### src/rtl/alu_io_pkg.sv
// Shared types and key-code layout for the calculator I/O path (keypad in, display out).
// The keypad code is {row[1:0], col[1:0]}, so a key's code equals row*4 + col.
package alu_io_pkg;

    typedef enum logic [1:0] {
        SCAN     = 2'd0,
        DEBOUNCE = 2'd1,
        HELD     = 2'd2
    } kp_state_t;

    localparam int KP_ROWS     = 4;
    localparam int KP_COLS     = 4;
    localparam int KEY_W       = 4;
    localparam int KEY_COL_LSB = 0;
    localparam int KEY_COL_W   = 2;
    localparam int KEY_ROW_LSB = 2;
    localparam int KEY_ROW_W   = 2;

    // Index of the lowest-numbered active-low column; 0 when none is low.
    function automatic logic [KEY_COL_W-1:0] lowest_low_col(input logic [KP_COLS-1:0] col);
        logic [KEY_COL_W-1:0] idx;
        idx = '0;
        for (int i = KP_COLS - 1; i >= 0; i--) begin
            if (!col[i]) idx = KEY_COL_W'(i);
        end
        return idx;
    endfunction

    function automatic logic [KEY_W-1:0] pack_key(input logic [KEY_ROW_W-1:0] row,
                                                  input logic [KEY_COL_W-1:0] col);
        logic [KEY_W-1:0] code;
        code = '0;
        code[KEY_ROW_LSB +: KEY_ROW_W] = row;
        code[KEY_COL_LSB +: KEY_COL_W] = col;
        return code;
    endfunction

endpackage

### src/rtl/keypad_scanner_tick_gen.sv
// Row-dwell timebase: a one-mclk tick every SCAN_DIV cycles.
// The counter runs 0..SCAN_DIV-1 and the tick coincides with the terminal count.
module scan_tick_gen #(
    parameter int SCAN_DIV = 50000
) (
    input  logic mclk,
    input  logic rst_n,
    output logic tick
);

    localparam int              CNT_W   = (SCAN_DIV > 2) ? $clog2(SCAN_DIV) : 1;
    localparam logic [CNT_W-1:0] CNT_MAX = CNT_W'(SCAN_DIV - 1);

    logic [CNT_W-1:0] cnt;

    always_ff @(posedge mclk or negedge rst_n) begin
        if (!rst_n) begin
            cnt <= '0;
        end else if (cnt == CNT_MAX) begin
            cnt <= '0;
        end else begin
            cnt <= cnt + CNT_W'(1);
        end
    end

    assign tick = (cnt == CNT_MAX);

endmodule

### src/rtl/keypad_scanner.sv
// 4x4 matrix keypad scanner: rotates one low row, debounces press and release of the
// latched key, and hands one code per press to the consumer over valid/ready.
module keypad_scanner
    import alu_io_pkg::*;
#(
    parameter int SCAN_DIV       = 50000,
    parameter int DEBOUNCE_TICKS = 4
) (
    input  logic                mclk,
    input  logic                rst_n,
    input  logic [KP_COLS-1:0]  col_n,
    output logic [KP_ROWS-1:0]  row_n,
    output logic [KEY_W-1:0]    key_code,
    output logic                key_valid,
    input  logic                key_ready,
    output logic                key_overrun,
    input  logic                ovr_clr
);

    localparam int              DB_W    = (DEBOUNCE_TICKS > 1) ? $clog2(DEBOUNCE_TICKS + 1) : 1;
    localparam logic [DB_W-1:0] DB_LAST = DB_W'(DEBOUNCE_TICKS - 1);

    logic                 tick;
    logic [KP_COLS-1:0]   col_p0;
    logic [KP_COLS-1:0]   col_s;

    kp_state_t            state, state_nxt;
    logic [KEY_ROW_W-1:0] row_idx, row_idx_nxt;
    logic [KEY_COL_W-1:0] lat_col, lat_col_nxt;
    logic [DB_W-1:0]      db_cnt, db_cnt_nxt;
    logic                 emit;
    logic                 accept;

    scan_tick_gen #(
        .SCAN_DIV (SCAN_DIV)
    ) u_tick (
        .mclk  (mclk),
        .rst_n (rst_n),
        .tick  (tick)
    );

    // Column synchronizer (col_n is asynchronous to mclk)
    always_ff @(posedge mclk or negedge rst_n) begin
        if (!rst_n) begin
            col_p0 <= '1;
            col_s  <= '1;
        end else begin
            col_p0 <= col_n;
            col_s  <= col_p0;
        end
    end

    // Next-state logic: everything advances only on a scan tick. The row stays frozen
    // while a key is latched, so row_idx doubles as the latched row.
    always_comb begin
        state_nxt   = state;
        row_idx_nxt = row_idx;
        lat_col_nxt = lat_col;
        db_cnt_nxt  = db_cnt;
        emit        = 1'b0;
        if (tick) begin
            case (state)
                SCAN: begin
                    if (col_s != '1) begin
                        lat_col_nxt = lowest_low_col(col_s);
                        db_cnt_nxt  = '0;
                        state_nxt   = DEBOUNCE;
                    end else begin
                        row_idx_nxt = row_idx + KEY_ROW_W'(1);
                    end
                end
                DEBOUNCE: begin
                    if (!col_s[lat_col]) begin
                        if (db_cnt == DB_LAST) begin
                            db_cnt_nxt = '0;
                            state_nxt  = HELD;
                            emit       = 1'b1;
                        end else begin
                            db_cnt_nxt = db_cnt + DB_W'(1);
                        end
                    end else begin
                        db_cnt_nxt  = '0;
                        state_nxt   = SCAN;
                        row_idx_nxt = row_idx + KEY_ROW_W'(1);
                    end
                end
                HELD: begin
                    if (col_s[lat_col]) begin
                        if (db_cnt == DB_LAST) begin
                            db_cnt_nxt  = '0;
                            state_nxt   = SCAN;
                            row_idx_nxt = row_idx + KEY_ROW_W'(1);
                        end else begin
                            db_cnt_nxt = db_cnt + DB_W'(1);
                        end
                    end else begin
                        db_cnt_nxt = '0;
                    end
                end
                default: begin
                    db_cnt_nxt = '0;
                    state_nxt  = SCAN;
                end
            endcase
        end
    end

    always_ff @(posedge mclk or negedge rst_n) begin
        if (!rst_n) begin
            state   <= SCAN;
            row_idx <= '0;
            row_n   <= 4'b1110;
            lat_col <= '0;
            db_cnt  <= '0;
        end else begin
            state   <= state_nxt;
            row_idx <= row_idx_nxt;
            row_n   <= ~(KP_ROWS'(1) << row_idx_nxt);
            lat_col <= lat_col_nxt;
            db_cnt  <= db_cnt_nxt;
        end
    end

    // A new key may land when the slot is empty or is being drained this same cycle.
    assign accept = !key_valid || key_ready;

    always_ff @(posedge mclk or negedge rst_n) begin
        if (!rst_n) begin
            key_code    <= '0;
            key_valid   <= 1'b0;
            key_overrun <= 1'b0;
        end else begin
            if (emit && accept) begin
                key_code  <= pack_key(row_idx, lat_col);
                key_valid <= 1'b1;
            end else if (key_valid && key_ready) begin
                key_valid <= 1'b0;
            end
            if (emit && !accept) begin
                key_overrun <= 1'b1;
            end else if (ovr_clr) begin
                key_overrun <= 1'b0;
            end
        end
    end

endmodule

### config.mk
export PLATFORM = sky130hd
export DESIGN_NAME = keypad_scanner
export DESIGN_NICKNAME = d
export VERILOG_FILES = /design/src/rtl/alu_io_pkg.sv /design/src/rtl/keypad_scanner_tick_gen.sv /design/src/rtl/keypad_scanner.sv
export SDC_FILE = /design/constraint.sdc
export NUM_CORES = 1
export LEC_CHECK = 0
export ABC_AREA = 1
export BUFFER_PORTS_ARGS = -buffer_cell sky130_fd_sc_hd__buf_2
export CAP_MARGIN = 20
export CORE_UTILIZATION = 55
export CTS_BUF_LIST = sky130_fd_sc_hd__clkbuf_8
export DETAILED_ROUTE_END_ITERATION = 8
export MAX_ROUTING_LAYER = met4
export PLACE_DENSITY = 0.77
export SLEW_MARGIN = 25
export SYNTH_ARGS = -nofsm -noshare
export SYNTH_HDL_FRONTEND = slang
export SYNTH_SLANG_ARGS = --single-unit
### constraint.sdc
create_clock -name mclk -period 1.5 [get_ports mclk]
set_input_delay 0.3 -clock mclk [delete_from_list [all_inputs] [get_ports mclk]]
set_output_delay 0.3 -clock mclk [all_outputs]
set_load 0.005 [all_outputs]
==> results of run 1 <==
## layout make-up
type / instances / area, µm²
tap: 48 / 60.1
clock buffer: 5 / 68.8
multi-input combinational: 164 / 1060
inverter: 39 / 153
timing repair buffer: 45 / 329
sequential: 43 / 1090
clock inverter: 3 / 26.3
fill: 258 / 925
## state kept, by name (all words and copies together) (netlist names)
name / count
col_p0: 4
key_overrun: 1
state: 2
u_tick.cnt: 16
col_s: 4
key_code: 4
lat_col: 2
row_n: 4
db_cnt: 3
row_idx: 2
key_valid: 1
## critical path: stages (launching register included)
cell	delay (ns)
dfrtp_1	0.43
nand2_2	0.11
clkinv_2	0.08
nand2_1	0.07
nor2_2	0.18
nand2_2	0.14
a21oi_4	0.23
nand2_2	0.09
nand2_1	0.06
o21ai_1	0.06
## routing by layer
metal / track usage, % / routed length (µm) / vias up
li1: - / - / 887
met1: 31.2 / 2160 / 877
met2: 37.2 / 2340 / 49
met3: 5.99 / 193 / 7
met4: 7.78 / 59 / 0
met5: - / 0 / -
## worst paths after layout
path / to / slack (ns) / cells past startpoint
max: state[0] / -0.06 / 9
min: col_p0[3] / 0.09 / 1
max reg2reg: state[0] / -0.06 / 9
min reg2reg: col_s[2] / 0.36 / 0
max in group asynchronous: col_p0[3] / 0.74 / 3
min in group asynchronous: u_tick.cnt[6] / 0.48 / 3
## cell families after synthesis
| logic type | Yosys count |
|---|---|
| and+or+nand+nor | 122 |
| DFF | 43 |
| buffers and inverters | 39 |
| AOI/OAI and AO/OA | 29 |
| xor gates and xnor gates | 7 |
| adders and majority gates | 6 |
## cells in the final DEF (no fill, tap or decap), types with 4 or more instances in the layout
cell / count
buf_4: 21
nor2_1: 13
dfrtp_1: 29
nor2_4: 13
nand4_1: 5
buf_6: 5
nand2_2: 16
dfstp_2: 11
inv_1: 32
o21ai_1: 8
buf_2: 17
xor2_1: 7
nor2_2: 7
clkbuf_8: 5
nand3_1: 9
nand3_2: 5
nand2_1: 48
inv_2: 5
ha_1: 4
a21oi_1: 6
o21ai_0: 5
## cells in the mapped netlist, types with 2 or more instances
master / count / area, µm²
a21oi_1: 7 / 35.0
dfrtp_1: 32 / 801
dfstp_2: 11 / 289
ha_1: 6 / 75.1
inv_1: 37 / 139
nand2_1: 55 / 206
nand2_2: 9 / 56.3
nand3_1: 13 / 65.1
nand3_2: 3 / 30.0
nand4_1: 5 / 31.3
nor2_1: 21 / 78.8
nor2_2: 9 / 56.3
nor2_4: 3 / 33.8
o211ai_1: 2 / 15.0
o21ai_0: 7 / 35.0
o21ai_1: 6 / 30.0
xor2_1: 7 / 61.3
## power by group through the flow
stage,Combinational [µW],Clock [µW],Sequential [µW]
floorplan,11.1,0,1200
CTS,55.1,810,1180
global route,64.6,855,1190
global placement,51.5,0,1210
finish,55.7,788,1180
detailed placement,53.0,0,1210
## through the flow
| stage | util, % | hold WS [ns] | setup TNS (ns) | total power [µW] |
|---|---|---|---|---|
| after global placement | 65.9 | 0.289 | -0.0271 | 1260 |
| after floorplan | - | 0.00441 | 0 | 1220 |
| after detailed placement | 65.9 | 0.291 | -0.145 | 1260 |
| final | 75.1 | 0.0901 | -0.323 | 2030 |
| after CTS | 69.6 | 0.0804 | 0 | 2050 |
| after global routing | 75.1 | 0.0729 | -2.56 | 2110 |
## what timing repair did
action | 4_1_cts | 5_1_grt
pin swaps | 2 | 18
buffers inserted | 1 | 8
hold endpoints to repair | 32 | 0
hold buffers | 1 | 0
endpoints found under the setup margin | 10 | 23
gates resized for setup | 7 | 44
==> out/metrics.csv, run 1 <==
metric,value,unit
synth_edf_count,0,
die_width,64.6,µm
firstDrtPassIters,4,
clkPwrFrac,38.8,%
root_buffer,clkbuf_8,
synthSimpleGateAreaFrac,27.8,%
synth_xor_area_share,2.84,%
fp.coreArea,0.00372,mm²
r2r_start,u_tick.cnt[9],
drt_iter0_markers,119,
leakagePower,0.00136,µW
worstSetupStartpoint,u_tick.cnt[9],
track_usage,24.1,%
post_synth.cell_area_avg,8.77,µm²
layout.cells.non_filler,347,
start_util,58.0,%
fin_ws,-0.0566,ns
fin_area,0.00279,mm²
routed_wl,4750,µm
numPortBuffers,17,
clock_sinks,43,
rsz0062_at_grt,yes,
synthAdderAreaFrac,3.48,%
die_h,64.6,µm
ys_ff_latch,43,
setup_violations,13,
arrival,1.75,ns
synth_mux_area_share,0,%
area_growth,29.4,%
status,finished with violations,
cts_buffers,5,
synth-async-reset-ratio,100,%
grt_pass1_wl,7400,µm
hold_violations,0,
vdd_ir_drop_max,0.782,mV
place_area,0.00245,mm²
synthCells,246,
drc,0,
p_switching,486,µW
dp_cells,329,
synthesis.area,0.00216,mm²
synth-main-ff-cell,dfrtp_1,
skew,0.00855,ns
violations,setup timing,
fmax,642,MHz
seq_power_share,58.4,%
timing.final.crit_share,104,%
ios,18,
p_per_area,726,mW/mm²
rows,22,
synth_top_family_by_area,simple AND/OR/NAND/NOR gates,
max_slew_margin,76.6,%
dieArea,0.00418,mm²
sw_frac_of_total,24.0,%
drv_cap,0,
place_ws,-0.0706,ns
globalplace.congestion,0.927,
tightest_slew,0.347,ns
layout-drive-gt1-share,41.5,%
p_int,1540,µW
synth_compound_area_share,8.24,%
critPathRequiredTime,1.69,ns
synth_warnings,0,
gr-total-overflow,0,
antenna_found_initial,0,
min_path_type,input port to flop,
cts_tree,built,
min-delay-start,col_n[3],
drv_slew,0,
syn_nets,260,
dp_hpwl,3140,µm
ant_nets,0,
synth-seq-area-share,50.5,%
crit_path_max_fanout,6,
vias_per_cell,5.24,
clockBufferDepth,2,
end_kind,flop,
synthDistinctLibCells,30,
path_class,flop to flop,
path_clk_slew,0.09,ns
vias,1820,
grt_start_max_net_pins,44,
clock_latency,0.30,ns
htreeDepth,2,
avgRoutedWirePerCell,13.7,µm
nets,312,
start_kind,flop,
combPwrFrac,2.7,%
grt_pass1_vias,1686,
antenna_cells,0,
fin_crit,1.56,ns
Note: power is estimated with default switching activity, not from simulation.
==> inputs of run 2 (changes only) <==
--- a/config.mk
+++ b/config.mk
@@ -5,7 +5,6 @@
 export SDC_FILE = /design/constraint.sdc
 export NUM_CORES = 1
 export LEC_CHECK = 0
-export ABC_AREA = 1
 export BUFFER_PORTS_ARGS = -buffer_cell sky130_fd_sc_hd__buf_2
 export CAP_MARGIN = 20
 export CORE_UTILIZATION = 55
==> out/metrics.csv, run 2 <==
metric,value,unit,change
setup_violations,30,,was 13
htreeDepth,2,,unchanged
synthDistinctLibCells,40,,was 30
reg2reg_to,row_n[1],,was state[0]
cp.depth,5,,was 9
synthCells,183,,was 246
synthesis.area,0.00203,mm²,was 0.00216 mm²
grt_pass1_wl,9670,µm,was 7400 µm
cpLargestDelayFamily,simple AND/OR/NAND/NOR gates,,unchanged
fmax,474,MHz,was 642 MHz
ys_ff_latch,43,,unchanged
p_per_area,677,mW/mm²,was 726 mW/mm²
fp.coreArea,0.00344,mm²,was 0.00372 mm²
clockBufferDepth,2,,unchanged
status,finished with violations,,unchanged
post_synth.cell_area_avg,11.1,µm²,was 8.77 µm²
start_util,58.9,%,was 58.0%
routed_wl,6670,µm,was 4750 µm
numPortBuffers,17,,unchanged
ys_top_cells_by_count,"dfrtp_1 (32), nand2_1 (18), dfstp_2 (11)",,"was nand2_1 (55), inv_1 (37), dfrtp_1 (32)"
firstDrtPassIters,4,,unchanged
endpoint,row_n[1],,was state[0]
dp_cells,290,,was 329
largest_reg_flops,16,,unchanged
dieArea,0.00393,mm²,was 0.00418 mm²
root_buffer,clkbuf_8,,unchanged
synthAdderAreaFrac,3.70,%,was 3.48%
hold-worst-slack,0.0921,ns,was 0.0901 ns
vdd_ir_drop_max,0.645,mV,was 0.782 mV
tightest_slew,0.417,ns,was 0.347 ns
layout.cells.non_filler,312,,was 347
top_register,u_tick.cnt,,unchanged
hold_violations,0,,unchanged
drv_slew,0,,unchanged
area_growth,47.7,%,was 29.4%
yosysMostFrequentCell,dfrtp_1,,was nand2_1
cts_buffers,5,,unchanged
start_kind,flop,,unchanged
layout-drive-gt1-share,53.8,%,was 41.5%
drc,0,,unchanged
drv_cap,0,,unchanged
synth_mux_area_share,5.00,%,was 0%
synthSimpleGateAreaFrac,20.7,%,was 27.8%
syn_nets,197,,was 260
yosys.area.top_type,dfrtp_1,,unchanged
gr-total-overflow,0,,unchanged
worstSetupStartpoint,u_tick.cnt[10],,was u_tick.cnt[9]
min_path_type,input port to flop,,unchanged
synth_xor_area_share,5.18,%,was 2.84%
dp_hpwl,3460,µm,was 3140 µm
grt_pass1_vias,1991,,"was 1,686"
leakagePower,0.00146,µW,was 0.00136 µW
rsz0062_at_grt,yes,,unchanged
vias_per_cell,6.15,,was 5.24
avgRoutedWirePerCell,21.4,µm,was 13.7 µm
path_clk_slew,0.08,ns,was 0.09 ns
final_util,87.0,%,was 75.1%
synth_edf_count,0,,unchanged
crit_buf_inv,0,,was 1
layout_commonest_cell,buf_4,,was nand2_1
critPathRequiredTime,1.74,ns,was 1.69 ns
clock_latency,0.31,ns,was 0.30 ns
skew,0.00976,ns,was 0.00855 ns
n_fill_cell,152,,was 258
synth_top_family_by_area,simple AND/OR/NAND/NOR gates,,unchanged
path_cells,or4b_4 > nor4_4 > and2b_2 > a21oi_2 > or3_1,,was nand2_2 > clkinv_2 > nand2_1 > nor2_2 > nand2_2 > a21oi_4 > nand2_2 > nand2_1 > o21ai_1
die_h,62.7,µm,was 64.6 µm
grt_start_max_net_pins,44,,unchanged
synth_warnings,0,,unchanged
arrival,2.35,ns,was 1.75 ns
nets,279,,was 312
fin_ws,-0.609,ns,was -0.0566 ns
ant_nets,0,,unchanged
antenna_cells,0,,unchanged
yosysTopAreaCellShare,39.5,%,was 37.1%
synth-main-ff-cell,dfrtp_1,,unchanged
mostFrequentLayoutCells,"buf_4 (51), dfrtp_1 (32), buf_2 (17), nand2_1 (15), dfstp_2 (11)",,"was nand2_1 (48), inv_1 (32), dfrtp_1 (29), buf_4 (21), buf_2 (17)"
crit_path_max_fanout,5,,was 6
clock_sinks,43,,unchanged
vias,1918,,"was 1,820"
antenna_found_initial,0,,unchanged
die_width,62.7,µm,was 64.6 µm
drt_iter0_markers,298,,was 119
r2r_slack,-0.61,ns,was -0.06 ns
fin_crit,2.11,ns,was 1.56 ns
cts_tree,built,,unchanged
fin_tns_setup,-13.89,ns,was -0.323 ns
synth-seq-area-share,53.7,%,was 50.5%
track_usage,34.4,%,was 24.1%
globalplace.congestion,0.904,,was 0.927
violations,setup timing,,unchanged
r2r_start,u_tick.cnt[10],,was u_tick.cnt[9]
path_class,flop to flop,,unchanged
synth_compound_area_share,9.62,%,was 8.24%
rows,21,,was 22
yosys-top-cells-area,"dfrtp_1 (39%), dfstp_2 (14%), mux2_2 (3.9%)",,"was dfrtp_1 (37%), dfstp_2 (13%), nand2_1 (9.6%)"
cpMaxStageDelayCell,or4b_4,,was dfrtp_1
ios,18,,unchanged
end_kind,flop,,unchanged
ff2ff_path_depth,5,,was 9
timing.final.crit_share,141,%,was 104%
max_slew_margin,71.9,%,was 76.6%
slowest_delay,0.58,ns,was 0.43 ns
synth-async-reset-ratio,100,%,unchanged
## run 2: changes by cell type after synthesis, sizes merged, moves of 4 or more
| cell | delta |
|---|---|
| nand2 | -46 |
| inv | -30 |
| nor2 | -23 |
| nand3 | -8 |
| o21ai | -8 |
| mux2 | +7 |
| xnor2 | +6 |
| and2 | +5 |
| or3 | +5 |
| a31oi | +4 |
| nor2b | +4 |
## run 2: repair_timing
| item | CTS | global route |
|---|---|---|
| hold endpoints to repair | 32 | 0 |
| setup endpoints to repair | 31 | 32 |
| pin swaps | 11 | 15 |
| buffers inserted | 7 | 9 |
| hold buffers | 1 | 0 |
| resized for setup | 34 | 22 |
## run 2: worst reg2reg max path, stage by stage, from the launching register on
cell and delay, ns:
dfrtp_1 0.39, or4b_4 0.58, nor4_4 0.39, and2b_2 0.27
a21oi_2 0.09, or3_1 0.32
## run 2: area by class of cell
class	instances	area [µm²]	area share, %
Sequential cell	43	1090	36.4
Timing Repair Buffer	78	606	20.2
Inverter	7	26.3	0.877
Clock inverter	2	8.76	0.292
Tap cell	46	57.6	1.92
Multi-Input combinational cell	130	1120	37.6
Clock buffer	6	82.6	2.76
## run 2: metrics by stage
stage | total power (µW) | instance area [µm²] | setup WS [ns]
final | 2030 | 3000 | -0.609
after global routing | 2090 | 3000 | -0.639
after CTS | 2030 | 2840 | -0.525
after detailed placement | 1280 | 2520 | -0.613
after global placement | 1270 | 2520 | -0.529
after floorplan | 1220 | 2040 | -0.612
## run 2: report_power, final
part	internal (µW)	total, µW	switching [µW]
Combinational	31.3	75.2	43.8
Sequential	1180	1190	8.21
Clock	365	764	400
## run 2: worst min path at each step
stage | startpoint | to | slack [ns] | cells after the start
2_1_floorplan | rst_n | db_cnt[0] | 0.004 | 0
3_3_place_gp | rst_n | u_tick.cnt[10] | 0.28 | 2
3_5_place_dp | rst_n | u_tick.cnt[10] | 0.29 | 2
4_1_cts | col_n[3] | col_p0[3] | 0.09 | 1
5_1_grt | col_n[0] | col_p0[0] | 0.08 | 1
6_report | col_n[3] | col_p0[3] | 0.09 | 1
## run 2: routing by layer
metal | part of all wire, % | vias to the layer above | GRT usage, % | wire [µm]
met5 | 0 | - | - | 0
li1 | - | 817 | - | -
met4 | 4.7 | 0 | 19.8 | 314
met3 | 7.0 | 39 | 6.75 | 468
met2 | 51 | 129 | 60.9 | 3410
met1 | 37 | 933 | 35.2 | 2480
## run 2: cells by family after synthesis
kind of cell / after synthesis
adder cells (fa/ha/maj): 6
XOR/XNOR: 12
flip-flops: 43
buffers and inverters: 10
AO/OA/AOI/OAI: 30
multiplexers: 8
AND/OR/NAND/NOR: 74
==> inputs of run 3 (changes only) <==
--- a/config.mk
+++ b/config.mk
@@ -7,11 +7,11 @@
 export LEC_CHECK = 0
 export BUFFER_PORTS_ARGS = -buffer_cell sky130_fd_sc_hd__buf_2
 export CAP_MARGIN = 20
-export CORE_UTILIZATION = 55
+export CORE_UTILIZATION = 61
 export CTS_BUF_LIST = sky130_fd_sc_hd__clkbuf_8
 export DETAILED_ROUTE_END_ITERATION = 8
 export MAX_ROUTING_LAYER = met4
-export PLACE_DENSITY = 0.77
+export PLACE_DENSITY = 0.81
 export SLEW_MARGIN = 25
 export SYNTH_ARGS = -nofsm -noshare
 export SYNTH_HDL_FRONTEND = slang
==> constraint.sdc (replaced) <==
create_clock -name mclk -period 2.2 [get_ports mclk]
set_input_delay 0.44 -clock mclk [delete_from_list [all_inputs] [get_ports mclk]]
set_output_delay 0.44 -clock mclk [all_outputs]
set_load 0.005 [all_outputs]
==> out/metrics.csv, run 3 (synthesis gave the netlist of run 2 again) <==
metric,value,unit,change
clock_latency,0.30,ns,was 0.31 ns
start_kind,flop,,unchanged
layout_commonest_cell,dfrtp_1,,was buf_4
postCtsSetupBuffers,0,,was 7
fin_crit,2.08,ns,was 2.11 ns
fin_area,0.00238,mm²,was 0.00300 mm²
place_area,0.00227,mm²,was 0.00252 mm²
totalPowerFinal,1460,µW,was 2030 µW
drt_iter0_markers,110,,was 298
end_kind,flop,,unchanged
ff2ff_path_depth,5,,unchanged
drc,0,,unchanged
ios,18,,unchanged
area_growth,17.5,%,was 47.7%
htreeDepth,2,,unchanged
leakagePower,0.00113,µW,was 0.00146 µW
min_path_type,input port to asynchronous set/reset pin,,was input port to flop
setup_violations,0,,was 30
grt_pass1_wl,6470,µm,was 9670 µm
layout-drive-gt1-share,27.4,%,was 53.8%
largest_reg_flops,16,,unchanged
vdd_ir_drop_max,0.513,mV,was 0.645 mV
clock_sinks,43,,unchanged
ant_nets,0,,unchanged
path_clk_slew,0.08,ns,about the same
track_usage,25.8,%,was 34.4%
fin_ws,0.119,ns,was -0.609 ns
firstDrtPassIters,4,,unchanged
mostFrequentLayoutCells,"dfrtp_1 (32), nand2_1 (18), buf_2 (17), buf_4 (13), dfstp_2 (11)",,"was buf_4 (51), dfrtp_1 (32), buf_2 (17), nand2_1 (15), dfstp_2 (11)"
final_util,76.8,%,was 87.0%
dieArea,0.00356,mm²,was 0.00393 mm²
ctsResizeCount,0,,was 34
max_slew_margin,62.9,%,was 71.9%
ctsHoldBuffers,0,,was 1
routed_wl,3810,µm,was 6670 µm
vias_per_cell,5.73,,was 6.15
timing.final.crit_share,94.6,%,was 141%
dp_hpwl,2860,µm,was 3460 µm
rsz0062_at_grt,no,,was yes
path_class,flop to flop,,unchanged
root_buffer,clkbuf_8,,unchanged
gr-total-overflow,0,,unchanged
nets,232,,was 279
grt_pass1_vias,1515,,"was 1,991"
die_h,59.7,µm,was 62.7 µm
start_util,65.4,%,was 58.9%
globalplace.congestion,0.831,,was 0.904
drv_cap,0,,unchanged
numPortBuffers,17,,unchanged
vias,1508,,"was 1,918"
antenna_cells,0,,unchanged
p_per_area,613,mW/mm²,was 677 mW/mm²
die_width,59.7,µm,was 62.7 µm
antenna_found_initial,0,,unchanged
crit_path_max_fanout,4,,was 5
hold_violations,0,,unchanged
status,"complete, no violations",,was finished with violations
arrival,2.31,ns,was 2.35 ns
top_register,u_tick.cnt,,unchanged
place_ws,0.151,ns,was -0.613 ns
grt_start_max_net_pins,44,,unchanged
cts_tree,built,,unchanged
r2r_start,u_tick.cnt[10],,unchanged
drv_slew,0,,unchanged
cts_buffers,5,,unchanged
skew,0.00391,ns,was 0.00976 ns
rows,20,,was 21
tightest_slew,0.552,ns,was 0.417 ns
worstSetupStartpoint,u_tick.cnt[10],,unchanged
fp.coreArea,0.00310,mm²,was 0.00344 mm²
fmax,481,MHz,was 474 MHz
avgRoutedWirePerCell,14.5,µm,was 21.4 µm
critPathRequiredTime,2.43,ns,was 1.74 ns
clockBufferDepth,2,,unchanged
fin_tns_setup,0,ns,was -13.89 ns
run 3: final cells by class:
cell class                 count  area (µm²)
sequential                    43        1090
clock buffer                   5        68.8
fill                         225         721
multi-input combinational    130         896
inverter                       7        26.3
timing repair buffer          31         203
clock inverter                 3        43.8
tap                           44        55.1
run 3: worst max-delay path, stage by stage (launching register included):
cell     delay, ns
dfrtp_1       0.42
or4b_4        0.55
nor4_4        0.35
and2b_1       0.22
a21oi_1       0.10
or3_1         0.37
run 3: routing by layer:
metal	track usage (%)	wire length, µm	vias to the layer above
met1	31.1	1780	722
met2	40.3	1720	44
met3	6.71	210	13
li1	-	-	729
met5	-	0	-
met4	12.3	105	0
run 3: power breakdown:
part / switching (µW) / internal [µW] / leakage [µW]
Clock: 276 / 338 / 0.0000581
Sequential: 6.77 / 804 / 0.000548
Combinational: 22.2 / 14.4 / 0.000523
Total: 305 / 1160 / 0.00113
run 3: through the flow:
step | hold WS, ns | cells
floorplan | 0.144 | 183
global placement | 0.346 | 255
detailed placement | 0.347 | 255
CTS | 0.104 | 263
global route | 0.114 | 263
finish | 0.0878 | 263
run 3: path summary, 6_finish.rpt:
path,slack [ns],to
setup / recovery,0.12,row_n[1]
hold / removal,0.09,u_tick.cnt[1]
setup reg to reg,0.12,row_n[1]
hold reg to reg,0.36,col_s[0]
max in group asynchronous,1.83,col_s[1]
min in group mclk,0.23,col_p0[0]
